<file path="src/rtl/freq_meter.sv">
// Frequency meter: counts rising edges of sig_in over a fixed gate window of
// clk_100M cycles and reports the count in binary and packed BCD.
//
// Conversion FSM states:
//   state  | meaning
//   S_IDLE | waiting for the end of a gate window
//   S_CONV | double-dabble running, one shift-and-add-3 step per cycle
//   S_DONE | freq_bcd just updated, valid high for this cycle only
module freq_meter #(
    parameter int GATE_CYCLES = 100000000,
    parameter int CNT_W       = 24,
    parameter int DIGITS      = 8
) (
    input  logic                  clk_100M,
    input  logic                  rst,
    input  logic                  sig_in,
    output logic [CNT_W-1:0]      freq_bin,
    output logic [4*DIGITS-1:0]   freq_bcd,
    output logic                  ovf,
    output logic                  busy,
    output logic                  valid
);

    localparam int GW = $clog2(GATE_CYCLES);
    localparam int SW = $clog2(CNT_W + 1);
    localparam int BW = 4 * DIGITS;

    localparam logic [GW-1:0] GATE_LAST = GW'(GATE_CYCLES - 1);
    localparam logic [SW-1:0] STEP_LAST = SW'(CNT_W - 1);

    localparam logic [1:0] S_IDLE = 2'd0;
    localparam logic [1:0] S_CONV = 2'd1;
    localparam logic [1:0] S_DONE = 2'd2;

    // Synchroniser and edge-detect stages
    logic meta_q, meta_d;
    logic sync_q, sync_d;
    logic dly_q,  dly_d;

    // Gate window and edge counting
    logic [GW-1:0]    gate_q, gate_d;
    logic [CNT_W-1:0] cnt_q, cnt_d;
    logic             sticky_q, sticky_d;
    logic [CNT_W-1:0] freq_bin_q, freq_bin_d;
    logic             ovf_q, ovf_d;

    // BCD conversion
    logic [1:0]       state_q, state_d;
    logic [CNT_W-1:0] sh_q, sh_d;
    logic [BW-1:0]    acc_q, acc_d;
    logic [SW-1:0]    step_q, step_d;
    logic [BW-1:0]    freq_bcd_q, freq_bcd_d;

    logic             edge_det;
    logic             gate_end;
    logic [CNT_W-1:0] cnt_inc;
    logic             sticky_inc;
    logic [BW-1:0]    adj;
    logic [BW+CNT_W-1:0] shifted;

    assign edge_det = sync_q & ~dly_q;
    assign gate_end = (gate_q == GATE_LAST);

    // Two-flop synchroniser followed by one delay stage for edge detection
    always_comb begin
        meta_d = sig_in;
        sync_d = meta_q;
        dly_d  = sync_q;
    end

    // Free-running gate counter and saturating edge counter; an edge seen in
    // the gate-end cycle still belongs to the closing window
    always_comb begin
        gate_d = gate_end ? '0 : gate_q + GW'(1);

        cnt_inc    = cnt_q;
        sticky_inc = sticky_q;
        if (edge_det) begin
            if (&cnt_q) begin
                sticky_inc = 1'b1;
            end else begin
                cnt_inc = cnt_q + CNT_W'(1);
            end
        end

        cnt_d      = gate_end ? '0   : cnt_inc;
        sticky_d   = gate_end ? 1'b0 : sticky_inc;
        freq_bin_d = gate_end ? cnt_inc    : freq_bin_q;
        ovf_d      = gate_end ? sticky_inc : ovf_q;
    end

    // Double-dabble step: add 3 to every digit >= 5, then shift the whole
    // {bcd, binary} pair left by one
    always_comb begin
        adj = acc_q;
        for (int i = 0; i < DIGITS; i++) begin
            if (acc_q[4*i +: 4] >= 4'd5) begin
                adj[4*i +: 4] = acc_q[4*i +: 4] + 4'd3;
            end
        end
        shifted = {adj, sh_q} << 1;
    end

    // Conversion FSM; the window length guarantees no gate end lands in CONV
    always_comb begin
        state_d    = state_q;
        sh_d       = sh_q;
        acc_d      = acc_q;
        step_d     = step_q;
        freq_bcd_d = freq_bcd_q;
        case (state_q)
            S_IDLE: begin
                if (gate_end) begin
                    state_d = S_CONV;
                    sh_d    = cnt_inc;
                    acc_d   = '0;
                    step_d  = STEP_LAST;
                end
            end
            S_CONV: begin
                acc_d  = shifted[BW+CNT_W-1:CNT_W];
                sh_d   = shifted[CNT_W-1:0];
                step_d = step_q - SW'(1);
                if (step_q == '0) begin
                    state_d    = S_DONE;
                    freq_bcd_d = shifted[BW+CNT_W-1:CNT_W];
                end
            end
            S_DONE: begin
                state_d = S_IDLE;
            end
            default: begin
                state_d = S_IDLE;
            end
        endcase
    end

    // State registers; sync stages reset high so a level held through reset
    // is not mistaken for an edge
    always_ff @(posedge clk_100M or posedge rst) begin
        if (rst) begin
            meta_q     <= 1'b1;
            sync_q     <= 1'b1;
            dly_q      <= 1'b1;
            gate_q     <= '0;
            cnt_q      <= '0;
            sticky_q   <= 1'b0;
            freq_bin_q <= '0;
            ovf_q      <= 1'b0;
            state_q    <= S_IDLE;
            sh_q       <= '0;
            acc_q      <= '0;
            step_q     <= '0;
            freq_bcd_q <= '0;
        end else begin
            meta_q     <= meta_d;
            sync_q     <= sync_d;
            dly_q      <= dly_d;
            gate_q     <= gate_d;
            cnt_q      <= cnt_d;
            sticky_q   <= sticky_d;
            freq_bin_q <= freq_bin_d;
            ovf_q      <= ovf_d;
            state_q    <= state_d;
            sh_q       <= sh_d;
            acc_q      <= acc_d;
            step_q     <= step_d;
            freq_bcd_q <= freq_bcd_d;
        end
    end

    assign freq_bin = freq_bin_q;
    assign freq_bcd = freq_bcd_q;
    assign ovf      = ovf_q;
    assign busy     = (state_q == S_CONV);
    assign valid    = (state_q == S_DONE);

endmodule

</file>
<file path="config.mk">
export PLATFORM = sky130hd
export DESIGN_NAME = freq_meter
export DESIGN_NICKNAME = d
export VERILOG_FILES = /design/src/rtl/freq_meter.sv
export SDC_FILE = /design/constraint.sdc
export NUM_CORES = 1
export LEC_CHECK = 0
export CAP_MARGIN = 20
export CELL_PAD_IN_SITES_DETAIL_PLACEMENT = 1
export CELL_PAD_IN_SITES_GLOBAL_PLACEMENT = 1
export CORE_MARGIN = 4
export CORE_UTILIZATION = 52
export CTS_BUF_LIST = sky130_fd_sc_hd__clkbuf_4
export CTS_CLUSTER_SIZE = 12
export DETAILED_ROUTE_END_ITERATION = 8
export GPL_ROUTABILITY_DRIVEN = 0
export PLACE_DENSITY = 0.93
export SLEW_MARGIN = 0
export SYNTH_ARGS = -nofsm -noshare
export SYNTH_HDL_FRONTEND = slang
export SYNTH_SLANG_ARGS = --single-unit
</file>
<file path="constraint.sdc">
create_clock -name clk_100M -period 14.7 [get_ports clk_100M]
set_input_delay 2.205 -clock clk_100M [delete_from_list [all_inputs] [get_ports clk_100M]]
set_output_delay 2.205 -clock clk_100M [all_outputs]
set_load 0.03 [all_outputs]
</file>
-- Word level (Yosys, flattened, before mapping)
Index checks and enable logic that the tools add are counted.
- bits in latches: 0
- memories kept: 0
- input bits: 3
- memory bits (read-only): 0
- word-level logic and storage cells: 70
- output and inout bits: 59
- register bits after elaboration: 175
- RAM bits: 0
- reductions and logical operators: 7
- multipliers: 0
- magnitude comparators: 8
- add/sub/neg operators: 11
- mux-type cells: 24
- bitwise gates (word level): 2
- div/mod/pow operators: 0
- shifts and indexed selects: 0
- equal/unequal tests: 5
- operator list (kind ; count):
    24-bit two-way mux ; 4
    32-bit case mux with 2 select lines ; 1
    24-bit case mux with 2 select lines ; 1
    4-bit by 3-bit >= comparator with 1-bit output (second input constant) ; 8
    32-bit two-way mux ; 1
    4-bit by 2-bit adder with 4-bit output (second input constant) ; 7
    4-bit two-way mux ; 7
    27-bit by 1-bit adder with 27-bit output (second input constant) ; 1
    27-bit == test (second input constant) ; 1
    27-bit two-way mux ; 1
    24-bit by 1-bit adder with 24-bit output (second input constant) ; 1
    24-bit AND reduction ; 1
    5-bit case mux with 2 select lines ; 1
    2-bit AND reduction ; 3
    5-bit zero test ; 1
    5-bit two-way mux ; 1
    5-bit by 1-bit subtractor with 5-bit output (second input constant) ; 1
    2-bit two-way mux ; 2
    2-bit case mux with 2 select lines ; 1
    3-bit by 2-bit adder with 3-bit output (second input constant) ; 1
    1-bit two-way mux ; 3
    3-bit two-way mux ; 1
    2-bit by 1-bit == test with 1-bit output (second input constant) ; 1
    2-bit == test (second input constant) ; 1
    6 further kinds ; 6

-- Logic depth before layout (Yosys ltp)
- depth in word-level cells: 5
- mapped depth: 9
- mapped depth without buffers: 7

-- Worst setup path before layout
No wires, ideal clock.
- path kind: reg2out
- from: reg state_q[1]
- to: out busy
- required time: 12.495 ns
- path buffers: 2
- arrival: 1.548 ns
- cell stages (with the launch flop): 6
- slack: 10.947 ns
- cell sequence: dfrtp_1 > inv_1 > nand2_1 > inv_1 > clkbuf_1 > clkbuf_1
- longest elaborated chain between the ends: 1
- ends and longest elaborated chain (item ; RTL line ; source):
    start: declaration ; 48 ; logic [1:0] state_q, state_d;
    start signal: assignment ; 164 ; state_q <= state_d;
    2-bit by 1-bit == test with 1-bit output ; 175 ; assign busy = (state_q == S_CONV);
    end: declaration ; 20 ; output logic busy,
No other way between the ends.

-- Worst setup path in the final report
Same ends and word-level chain as after synthesis.

==> results.toml <==
[pwr]
power-per-cell-area_nw_per_um2 = 89.8
power.static_leakage_uw = 0.00408
vdd_drop_max_v = 0.0000641

[synthesis]
synth_fp_nets = 776
yosysTopAreaCell = "sky130_fd_sc_hd__dfrtp_1"
synth-edff-count = 0
synth-main-ff-cell = "sky130_fd_sc_hd__dfrtp_1"
mappedNetlistArea_um2 = 7950
number_of_synthesis_warnings = 0
ys_seq_area_frac = 0.551
synth_async_sr_flop_share = 1.00
avgSynthCellArea_um2 = 10.5
synthesis.instances = 754
post_synth_num_cell_types = 53
yosysTopAreaCellShare = 0.542
ys_top_cells_by_count = "sky130_fd_sc_hd__dfrtp_1 (172), sky130_fd_sc_hd__nand2_1 (76), sky130_fd_sc_hd__nor2_1 (64), sky130_fd_sc_hd__o21ai_0 (63)"
ys_seq_elements = 175
yosys-top-cells-area = "sky130_fd_sc_hd__dfrtp_1 (54%), sky130_fd_sc_hd__o21ai_0 (4.0%), sky130_fd_sc_hd__xor2_1 (3.7%)"
yosysMostFrequentCell = "sky130_fd_sc_hd__dfrtp_1"

[critical_path]
crit_path_start_kind = "flip-flop"
critical_path.reg2reg.endpoint = "sh_q[21]$_DFFE_PP0P_"
required_ns = 12.49
reg2reg_depth = 6
worst-path-max-fanout = 7
r2r-start = "gate_q[8]$_DFF_PP0_"
worst-endpoint-arrival_ns = 2.26
timing.critical_path.from = "state_q[1]$_DFFE_PP0P_"
endpoint_kind = "primary output"
ff2ff_setup_slack_ns = 11.74
path_class = "flip-flop to primary output"
worst_setup_path_endpoint = "busy"

[clock_tree]
clock_latency_ns = 0.56
cts.sinks = 175
clk_pin_slew_worst_paths_ns = 0.13
cts_buf_count = 17
ctsHtreeMaxLevel = 4
post_cts_hold_buffer_count = 0
bufs_on_longest_clock_path = 2
postCtsSetupRepairBufs = 0
cts_tree = "done"
ctsRootBufferMaster = "sky130_fd_sc_hd__clkbuf_4"
cts_resized = 0

[timing]
layout_setup_ws_ns = 10.23
max_clock_freq_ghz = 0.224
timing.setup.tns_ns = 0
maxSlewViolCount = 0
report.final.setup_viol = 0
slew-limit-headroom = 0.361
clock_skew_ns = 0.0151
worstMarginPinSlew_ns = 0.959
finalHoldViolations = 0
min_period_over_period = 0.304
post-route-min-period_ns = 4.47
unrepaired_setup_endpoints_after_global_routing = "no"

[global_route]
grt_usage = 0.241
grt_pass1_vias = 6726
number_of_antenna_violations_at_the_first_check_in_global_routing = 0
grt_first_pass_wirelength_um = 34300
globalRoute.totalOverflow = 0
grt_start_max_net_pins = 110

[die]
die_h_um = 132
placeableCoreArea_um2 = 14800
design.die.area_um2 = 17300
floorplan.die.width_um = 132
ioPinCount = 62
initial_core_utilization = 0.539
num_rows = 44

[layout]
final_cells = 1004
final_nets = 829
fillCellCount = 1605
layout.core_utilization = 0.607
post_route_cells_drive_above_1_share = 0.0866
antenna_cells = 0
area_growth_pct = 12.7

[placed_design]
instance_count_after_placement_with_tap_cells_included = 971
port-buffer-count = 61
preCtsSetupSlack_ns = 10.36
dp.final_hpwl_um = 13800

[routing]
detail_route.first_pass.iterations = 7
drt-initial-drc-count = 392
met3WireLength_um = 669
dr_wl_met2_um = 10800
drt-total-wl_um = 20300
routed_wire_length_per_instance_um = 20.3
top_layer_used = "met4"
ant_nets = 0
avg_vias_per_cell = 6.03
route.vias.total = 6053
met1_length_um = 8540
drc_errors = 0

[min_path]
min-delay-path-class = "flip-flop to flip-flop"

[status]
status = "finished, final reports clean"

[job]
cap_violations = 0
worst max-delay path, cell delays in order (launching register included):
cell	delay, ns
sky130_fd_sc_hd__dfrtp_1	0.47
sky130_fd_sc_hd__inv_1	0.24
sky130_fd_sc_hd__nand2_1	0.16
sky130_fd_sc_hd__inv_1	0.15
sky130_fd_sc_hd__clkdlybuf4s50_1	0.68
metrics by stage:
stage / instance area (um^2) / hold slack [ns] / total power, uW
3_5_place_dp: 8670 / 0.347 / 544
5_1_grt: 8960 / 0.371 / 838
3_3_place_gp: 8670 / 0.347 / 540
4_1_cts: 8950 / 0.366 / 810
2_1_floorplan: 7950 / 0.345 / 530
6_report: 8960 / 0.366 / 804
where the power goes:
part / switching (uW) / internal, uW / total (uW) / leakage (uW)
clock: 154 / 115 / 269 / 0.000151
sequential: 8.92 / 489 / 498 / 0.00241
combinational: 27.8 / 9.13 / 36.9 / 0.00152
flip-flops by register name, indices dropped and copies added (netlist names):
register and cells:
sticky_q 1, state_q 2, step_q 5, meta_q 1
acc_q 32, freq_bin 24, dly_d 1, freq_bcd 32
sh_q 24, dly_q 1, ovf 1, gate_q 27
cnt_q 24
cell families after synthesis:
kind of cell,after synthesis,synth area share
AND/OR/NAND/NOR,257,0.163
flip-flops,175,0.551
AO/OA/AOI/OAI,168,0.132
buffers and inverters,58,0.0323
XOR/XNOR,50,0.0551
multiplexers,27,0.0365
adder cells (fa/ha/maj),19,0.0299
metal layers:
metal  track usage  up-vias
met5             0        -
li1              -     2762
met2         0.435      139
met3        0.0409       31
met4        0.0770        0
met1         0.295     3121
cells in the final DEF, fill, tap and decap left out, drive strengths merged, types with 5 or more instances in the layout:
cell type and count:
a21oi 34, nor3b 14, clkbuf 25, a32o 8
buf 7, mux2 16, ha 19, nand2b 9
a22oi 6, o31ai 8, nand3 31, clkdlybuf4s50 61
nor2 64, a211oi 5, mux2i 11, xnor2 16
nand4 13, nand2 77, nor3 9, o21ai 71
a22o 8, xor2 34, nor2b 8, and3 13
inv 24, o22ai 15, dfrtp 172
worst min path at each step:
stage                     start         endpoint  slack, ns  depth (start not counted)
6_report       meta_q$_DFF_PP1_  dly_d$_DFF_PP1_       0.37                          0
3_5_place_dp   meta_q$_DFF_PP1_  dly_d$_DFF_PP1_       0.35                          0
4_1_cts        meta_q$_DFF_PP1_  dly_d$_DFF_PP1_       0.37                          0
5_1_grt        meta_q$_DFF_PP1_  dly_d$_DFF_PP1_       0.37                          0
3_3_place_gp   meta_q$_DFF_PP1_  dly_d$_DFF_PP1_       0.35                          0
2_1_floorplan  meta_q$_DFF_PP1_  dly_d$_DFF_PP1_       0.35                          0
layout make-up:
type	instances	area, um^2	share of cell area
Clock buffer	25	188	0.0210
Multi-Input combinational cell	521	3310	0.370
Tap cell	184	230	0.0257
Clock inverter	7	87.6	0.00978
Sequential cell	175	4380	0.489
Timing Repair Buffer	68	663	0.0740
Inverter	24	95.1	0.0106
Power figures use the tool's default switching activity.
